[src/rtl/lc3_pkg.sv]
// lc3_pkg -- shared types and constants for the LC-3 style branch controller.
//   opcode_e         : 4-bit instruction opcode (IR[15:12])
//   state_e          : controller FSM states
//   PC_RESET_DEFAULT : default program counter value after reset
//   sets_cc()        : true for opcodes that write a result and update N/Z/P
package lc3_pkg;

    typedef enum logic [3:0] {
        OP_BR   = 4'b0000,
        OP_ADD  = 4'b0001,
        OP_LD   = 4'b0010,
        OP_ST   = 4'b0011,
        OP_JSR  = 4'b0100,
        OP_AND  = 4'b0101,
        OP_LDR  = 4'b0110,
        OP_STR  = 4'b0111,
        OP_RTI  = 4'b1000,
        OP_NOT  = 4'b1001,
        OP_LDI  = 4'b1010,
        OP_STI  = 4'b1011,
        OP_JMP  = 4'b1100,
        OP_RES  = 4'b1101,
        OP_LEA  = 4'b1110,
        OP_TRAP = 4'b1111
    } opcode_e;

    typedef enum logic [2:0] {
        S_IDLE,
        S_DECODE,
        S_WAIT_RES,
        S_EVAL,
        S_FINISH
    } state_e;

    localparam logic [15:0] PC_RESET_DEFAULT = 16'h0000;

    function automatic logic sets_cc(input opcode_e op);
        case (op)
            OP_ADD, OP_AND, OP_NOT, OP_LD, OP_LDR, OP_LDI, OP_LEA: sets_cc = 1'b1;
            default:                                               sets_cc = 1'b0;
        endcase
    endfunction

endpackage

[src/rtl/pc_next.sv]
// pc_next -- combinational next-PC computation.
//   pc_i      : current program counter
//   offset_i  : 9-bit signed PC offset (IR[8:0])
//   taken_i   : 1 = add the sign-extended offset, 0 = sequential increment
//   pc_next_o : pc_i + 1 (+ sext(offset_i) when taken), modulo 2^16
module pc_next
    import lc3_pkg::*;
(
    input  logic [15:0] pc_i,
    input  logic [8:0]  offset_i,
    input  logic        taken_i,
    output logic [15:0] pc_next_o
);

    logic [15:0] offset_sext;

    assign offset_sext = {{7{offset_i[8]}}, offset_i};
    // 16-bit addition wraps naturally; no overflow indication is wanted.
    assign pc_next_o   = pc_i + 16'd1 + (taken_i ? offset_sext : 16'd0);

endmodule

[src/rtl/branch_ctrl.sv]
// branch_ctrl -- sequencing FSM for one instruction: decode, optional wait for
// a CC-setting result, optional branch evaluation, then PC update.
//   Clk         : clock, rising edge
//   Reset       : synchronous, active-low
//   Start       : accept the instruction on IR (IDLE only)
//   Abort       : cancel a pending result wait (WAIT_RES only)
//   IR          : instruction word, captured on accepted Start
//   ResultValid : datapath result for a CC-setting op is on the bus
//   BEN         : registered branch enable from the NZP block
//   LDCC        : load strobe for the N/Z/P registers
//   LDBEN       : load strobe for the branch-enable register
//   PC          : program counter (registered)
//   Taken       : last branch taken; held until the next accepted Start
//   Done        : one-cycle completion pulse
module branch_ctrl
    import lc3_pkg::*;
#(
    parameter logic [15:0] PC_RESET = PC_RESET_DEFAULT
) (
    input  logic        Clk,
    input  logic        Reset,
    input  logic        Start,
    input  logic        Abort,
    input  logic [15:0] IR,
    input  logic        ResultValid,
    input  logic        BEN,
    output logic        LDCC,
    output logic        LDBEN,
    output logic [15:0] PC,
    output logic        Taken,
    output logic        Done
);

    state_e      state_q, state_d;
    logic [15:0] pc_q, pc_d;
    logic [15:0] ir_q, ir_d;
    logic        taken_q, taken_d;
    logic [15:0] pc_calc;
    logic        ldcc_raw, ldben_raw, done_raw;
    opcode_e     opcode;

    // The NZP field of a BR is consumed by the condition block, not here.
    logic        unused_nzp;
    assign unused_nzp = ^ir_q[11:9];

    assign opcode = opcode_e'(ir_q[15:12]);

    pc_next u_pc_next (
        .pc_i      (pc_q),
        .offset_i  (ir_q[8:0]),
        .taken_i   (taken_q),
        .pc_next_o (pc_calc)
    );

    always_comb begin
        state_d   = state_q;
        ir_d      = ir_q;
        taken_d   = taken_q;
        pc_d      = pc_q;
        ldcc_raw  = 1'b0;
        ldben_raw = 1'b0;
        done_raw  = 1'b0;

        case (state_q)
            S_IDLE: begin
                if (Start) begin
                    ir_d    = IR;
                    taken_d = 1'b0;
                    state_d = S_DECODE;
                end
            end
            S_DECODE: begin
                ldben_raw = 1'b1;
                if (opcode == OP_BR) begin
                    state_d = S_EVAL;
                end else if (sets_cc(opcode)) begin
                    state_d = S_WAIT_RES;
                end else begin
                    state_d = S_FINISH;
                end
            end
            S_WAIT_RES: begin
                // Abort wins over a simultaneous ResultValid.
                if (Abort) begin
                    state_d = S_IDLE;
                end else if (ResultValid) begin
                    ldcc_raw = 1'b1;
                    state_d  = S_FINISH;
                end
            end
            S_EVAL: begin
                // BEN is valid here: it was loaded on the LDBEN edge one cycle ago.
                taken_d = BEN;
                state_d = S_FINISH;
            end
            S_FINISH: begin
                done_raw = 1'b1;
                pc_d     = pc_calc;
                state_d  = S_IDLE;
            end
            default: begin
                state_d = S_IDLE;
            end
        endcase
    end

    always_ff @(posedge Clk) begin
        if (!Reset) begin
            state_q <= S_IDLE;
            pc_q    <= PC_RESET;
            ir_q    <= 16'h0000;
            taken_q <= 1'b0;
        end else begin
            state_q <= state_d;
            pc_q    <= pc_d;
            ir_q    <= ir_d;
            taken_q <= taken_d;
        end
    end

    // Strobes are forced low while reset is held, even if the state register
    // still shows a mid-operation state before the reset edge.
    assign LDCC  = ldcc_raw  & Reset;
    assign LDBEN = ldben_raw & Reset;
    assign Done  = done_raw  & Reset;
    assign PC    = pc_q;
    assign Taken = taken_q;

endmodule

[config.mk]
export PLATFORM = sky130hd
export DESIGN_NAME = branch_ctrl
export DESIGN_NICKNAME = d
export VERILOG_FILES = /design/src/rtl/lc3_pkg.sv /design/src/rtl/pc_next.sv /design/src/rtl/branch_ctrl.sv
export SDC_FILE = /design/constraint.sdc
export NUM_CORES = 1
export LEC_CHECK = 0
export CAP_MARGIN = 15
export CORE_AREA = 2 2 70 72
export CTS_CLUSTER_SIZE = 40
export DETAILED_ROUTE_END_ITERATION = 8
export DIE_AREA = 0 0 72 74
export DONT_BUFFER_PORTS = 1
export HOLD_SLACK_MARGIN = 0.12
export PLACE_DENSITY_LB_ADDON = 0.15
export SYNTH_ARGS = -nofsm -noshare
export SYNTH_HDL_FRONTEND = slang
export SYNTH_SLANG_ARGS = --single-unit
[constraint.sdc]
create_clock -name Clk -period 2.85 [get_ports Clk]
set_clock_uncertainty 0.15 [all_clocks]
set_input_delay 0.4275 -clock Clk [delete_from_list [all_inputs] [get_ports Clk]]
set_output_delay 0.4275 -clock Clk [all_outputs]
set_load 0.05 [all_outputs]
# Yosys cells after proc, flatten, opt, wreduce, memory -nomap -nowiden
# Index checks and enable logic that the tools add are counted.
[word_totals] mem_bits_ro=0 elab_cells=46 memories=0 regBits=36 input_bits=22 output_inout_bits=20 mem_bits_rw=0 latch_bits=0
[op_classes] shift=0 n_eq_ne=13 mux=17 n_bitwise=3 multipliers=0 n_lt_le_gt_ge=0 n_reduce_logical=7 div_mod_pow=0 add_sub_neg=2
[op_table] cell="16-bit by 1-bit adder with 16-bit output (second input constant)" n=1
[op_table] cell="16-bit adder" n=1
[op_table] cell="16-bit two-way mux" n=1
[op_table] cell="3-bit two-way mux" n=5
[op_table] cell="4-bit equality test (second input constant)" n=3
[op_table] cell="3-bit one-hot mux with 4 select lines" n=1
[op_table] cell="1-bit two-way mux" n=9
[op_table] cell="4-bit by 3-bit equality test with 1-bit output (second input constant)" n=2
[op_table] cell="7-bit OR reduction" n=1
[op_table] cell="3-bit by 2-bit equality test with 1-bit output (second input constant)" n=2
[op_table] cell="2-bit AND reduction" n=3
[op_table] cell="4-bit by 1-bit equality test with 1-bit output (second input constant)" n=1
[op_table] cell="4-bit by 2-bit equality test with 1-bit output (second input constant)" n=1
[op_table] cell="4-bit zero test" n=1
[op_table] cell="1-bit AND" n=3
[op_table] cell="3-bit by 1-bit equality test with 1-bit output (second input constant)" n=1
[op_table] cell="3-bit equality test (second input constant)" n=1
[op_table] cell="3-bit zero test" n=1
[op_table] cell="3-bit inequality test (second input constant)" n=1
[op_table] cell="2-bit inequality test (second input constant)" n=1
[op_table] cell="1-bit one-hot mux with 2 select lines" n=1
[op_table] cell="2-bit nonzero test" n=1

# Longest topological paths before layout
[depth] word_depth=8 depth_mapped=11 depth_no_buf=10

# Modules after synthesis
# Synthesis repeated with hierarchy kept, for this count alone.
[hier_totals] cells_unflattened=261 hier_area_um2=2025.7
[modules_own_cells] mod="branch_ctrl" area_each_um2=1280.0 n_inst=1 cells_each=158 seq_area_each_um2=660.6
[modules_own_cells] mod="pc_next" area_each_um2=745.7 n_inst=1 cells_each=103 seq_area_each_um2=0.0

# Worst setup path after synthesis
# OpenSTA, ideal clock, no wires.
[synth_path] path_kind="input -> output" from="input port Reset" to="output port LDCC" required_ns=2.273 n_path_buf=1 path_stages=3 arrival_ns=2.359 setup_slack_ns=-0.087 path_cell_list="clkbuf_1 nand2_1 nor4_1"
[synth_between] elab_chain_len=1
[synth_lines] element="from (decl)" line="branch_ctrl.sv:21" rtl="input logic Reset,"
[synth_lines] element="1-bit AND" line="branch_ctrl.sv:123" rtl="assign LDCC = ldcc_raw & Reset;"
[synth_lines] element="to (decl)" line="branch_ctrl.sv:27" rtl="output logic LDCC,"
# No other way between the ends.

# Worst setup path in the final report
[layout_path] from="register taken_q (netlist: Taken)" to="register pc_q[8] (netlist: PC[8])"
[layout_between] elab_chain_len=2
[layout_lines] element="from (decl)" line="branch_ctrl.sv:37" rtl="logic taken_q, taken_d;"
[layout_lines] element="from (signal assigned)" line="branch_ctrl.sv:117" rtl="taken_q <= taken_d;"
[layout_lines] element="16-bit two-way mux" line="pc_next.sv:19" rtl="assign pc_next_o = pc_i + 16'd1 + (taken_i ? offset_sext : 16'd0);"
[layout_lines] element="16-bit adder" line="pc_next.sv:19"
[layout_lines] element="to (signal assigned)" line="branch_ctrl.sv:115" rtl="pc_q <= pc_d;"
[layout_lines] element="to (decl)" line="branch_ctrl.sv:35" rtl="logic [15:0] pc_q, pc_d;"
# No other way between the ends.
# A chain may end at the register's enable or synchronous reset.

==> impl_metrics.csv <==
group,metric,value,unit
clocking,cts.path.max_buffers,2,
worst_setup_path,worstSetupStartpointType,"flop",
floorplanning,rows,25,
synthesis,synth-seq-area-share,33.6,%
worst_setup_path,endpoint_kind,"flop",
global_routing,grt_max_degree,27,
run,drv_cap,0,
worst_setup_path,ff2ff_path_depth,10,
detailed_routing,drtIter0Drc,81,
finish,final_cell_mix,"51 x nand2_1, 33 x dfxtp_1, 29 x a21oi_1",
outcome,status,"completed",
synthesis,yosysWarnings,0,
pwr,p_leak,0.997,nW
sta,slew_headroom,49.7,%
pwr,powerDensity,522,mW/mm^2
sta,fin_crit,2590,ps
finish,layout_commonest_cell,"nand2_1",
global_routing,grt_pass1_wl,7670,um
sta,worst_pin_slew,749,ps
clocking,cts_tree,"done",
placement,gp_congestion,0.807,
sta,max_freq,0.385,GHz
sta,rsz0062_at_grt,"no",
synthesis,ys_ff_latch,33,
worst_setup_path,arrival,2660,ps
global_routing,grt_pass1_vias,1645,
worst_setup_path,slowest_stage,"fa_1",
worst_setup_path,cp_num_buf_inv,1,
floorplanning,ioPinCount,42,
worst_setup_path,required,2910,ps
global_routing,grt_usage,18.6,%
floorplanning,die_y,74,um
pwr,power,1.26,mW
detailed_routing,drcViolationCount,0,
floorplanning,start_util,42.8,%
worst_setup_path,worst-setup-path-type,"reg2reg",
floorplanning,core,0.00460,mm^2
detailed_routing,ant_nets,0,
clocking,clockRootBuffer,"clkbuf_8",
synthesis,synth_cells,257,
min_path,min_path_cells,2,
worst_setup_path,crit_cells,10,
global_routing,grt_overflow,0,
sta,whs,124,ps
detailed_routing,wirelength,4590,um
clocking,clk_latency,290,ps
detailed_routing,vias,1796,
floorplanning,die_x,72,um
sta,maxSlewViolCount,0,
worst_setup_path,worstPathCellList,"nand2_1 > ha_1 > inv_1 > fa_1 > a21o_1 > a221oi_4 > o21ai_4 > xor2_1 > or3_1 > a21oi_1",
detailed_routing,vias_per_cell,5.33,
worst_setup_path,critPathMaxStageDelay,400,ps
synthesis,ys_types,42,
sta,layout_setup_ws,255,ps
worst_setup_path,worstPathMaxFanout,8,
clocking,post-cts-setup-buffers,0,
synthesis,syn_area_per_cell,7.66,um^2
finish,syn_to_final_growth,22.9,%
global_routing,antenna_found_initial,0,
placement,hpwl,3250,um
finish,antenna_cells,0,
clocking,cts_max_level,2,
synthesis,synth_nets,288,
clocking,numCtsBuffers,5,
finish,layout-drive-gt1-share,12.7,%
sta,fin_tns_setup,0,ps
sta,finalSetupViolations,0,
pwr,ir_drop,0.305,mV
sta,hold_viol_final,0,
sta,fin_crit_sh,91.0,%
detailed_routing,drt-pass1-iter-count,4,
finish,fin_nets,313,
clocking,clkSlewWorstSetupHoldPaths,80,ps
clocking,cts_sinks,33,
min_path,hold_class,"in2reg",
placement,post-place-ws,206,ps
synthesis,netlist_area,0.00197,mm^2
worst_setup_path,cp_top_family,"compound AO/OA/AOI/OAI gates",
detailed_routing,wl_per_cell,13.6,um
floorplanning,die_area,0.00533,mm^2
placement,io_buffers,0,
what timing repair did:
item | 4_1_cts | 5_1_grt
setup endpoints to repair | 0 | 1
resized for setup | 0 | 2
hold buffers | 10 | 0
endpoints found under the hold margin | 10 | 0
area by class of cell:
type | count | area, um^2
fill | 456 | 2180
clock buffer | 5 | 68.8
multi-input combinational | 206 | 1270
timing repair buffer | 30 | 263
sequential | 33 | 661
clock inverter | 3 | 68.8
tap | 54 | 67.6
inverter | 6 | 22.5
path summary, 6_finish.rpt:
path         slack (ps)                   end                  from
max reg2reg         260    PC[8]$_SDFFE_PN0N_    Taken$_SDFFE_PN0P_
min                 120  ir_q[1]$_SDFFE_PN0P_                 IR[1]
min reg2reg         300  ir_q[7]$_SDFFE_PN0P_  ir_q[7]$_SDFFE_PN0P_
max                 260    PC[8]$_SDFFE_PN0N_    Taken$_SDFFE_PN0P_
through the flow:
step	utilization [%]	instance area, um^2	instances
3_3_place_gp	47.0	2160	319
3_5_place_dp	47.0	2160	319
4_1_cts	52.2	2400	337
5_1_grt	52.6	2420	337
6_report	52.6	2420	337
2_1_floorplan	-	1970	257
routing by layer:
metal	wire length, um	GRT usage (%)	vias to the layer above
met4	54	6.08	0
li1	-	-	949
met2	2160	31.3	39
met5	0	0	-
met1	2120	23.3	803
met3	252	5.28	5
power breakdown:
part	internal (mW)	leakage (nW)	switching [mW]	total [mW]
Combinational	0.0725	0.660	0.108	0.181
Sequential	0.494	0.268	0.0461	0.540
Clock	0.352	0.0687	0.190	0.542
cell usage after synthesis:
cell | count | area [um^2]
a211oi_1 | 4 | 30.0
xnor2_1 | 6 | 52.6
nor4_1 | 1 | 6.26
nor2_1 | 17 | 63.8
o31ai_1 | 1 | 7.51
o21ai_2 | 1 | 8.76
xor2_1 | 3 | 26.3
a32oi_1 | 1 | 8.76
dfxtp_1 | 33 | 661
a31oi_1 | 4 | 25.0
o21ai_0 | 8 | 40.0
and4_1 | 2 | 17.5
a221oi_1 | 1 | 8.76
and3_1 | 5 | 31.3
mux2i_1 | 9 | 90.1
inv_1 | 5 | 18.8
clkinv_1 | 1 | 3.75
or3_1 | 5 | 31.3
a21oi_1 | 29 | 145
a41oi_1 | 1 | 8.76
nand3_1 | 5 | 25.0
nor3b_1 | 2 | 15.0
mux2_2 | 1 | 11.3
and2_1 | 8 | 50.1
o22ai_1 | 1 | 6.26
nand2b_1 | 7 | 43.8
a21o_1 | 2 | 15.0
a221oi_2 | 1 | 15.0
or3b_2 | 2 | 17.5
nand2_1 | 51 | 191
a211o_1 | 2 | 17.5
and3b_1 | 1 | 8.76
ha_1 | 8 | 100
a21oi_2 | 1 | 8.76
a2111oi_0 | 1 | 8.76
fa_1 | 1 | 20.0
nor2b_1 | 2 | 12.5
buf_2 | 1 | 5.00
o21a_1 | 3 | 22.5
nor3_1 | 8 | 40.0
clkbuf_1 | 11 | 41.3
a21boi_1 | 1 | 7.51
registers in the layout (all words and copies together) (netlist names):
| name | cells |
|---|---|
| PC | 16 |
| ir_q | 13 |
| Taken | 1 |
| state_q | 3 |
cells by family (layout without fill, tap and decap cells):
group / after synthesis / count (layout) / synth area share [%]
buffers and inverters: 18 / 44 / 3.50
adder cells (fa/ha/maj): 9 / 9 / 6.10
flip-flops: 33 / 33 / 33.6
AO/OA/AOI/OAI: 62 / 62 / 19.5
XOR/XNOR: 9 / 9 / 4.01
AND/OR/NAND/NOR: 116 / 116 / 28.2
multiplexers: 10 / 10 / 5.15
No activity file was read; power rests on OpenSTA's default activity.
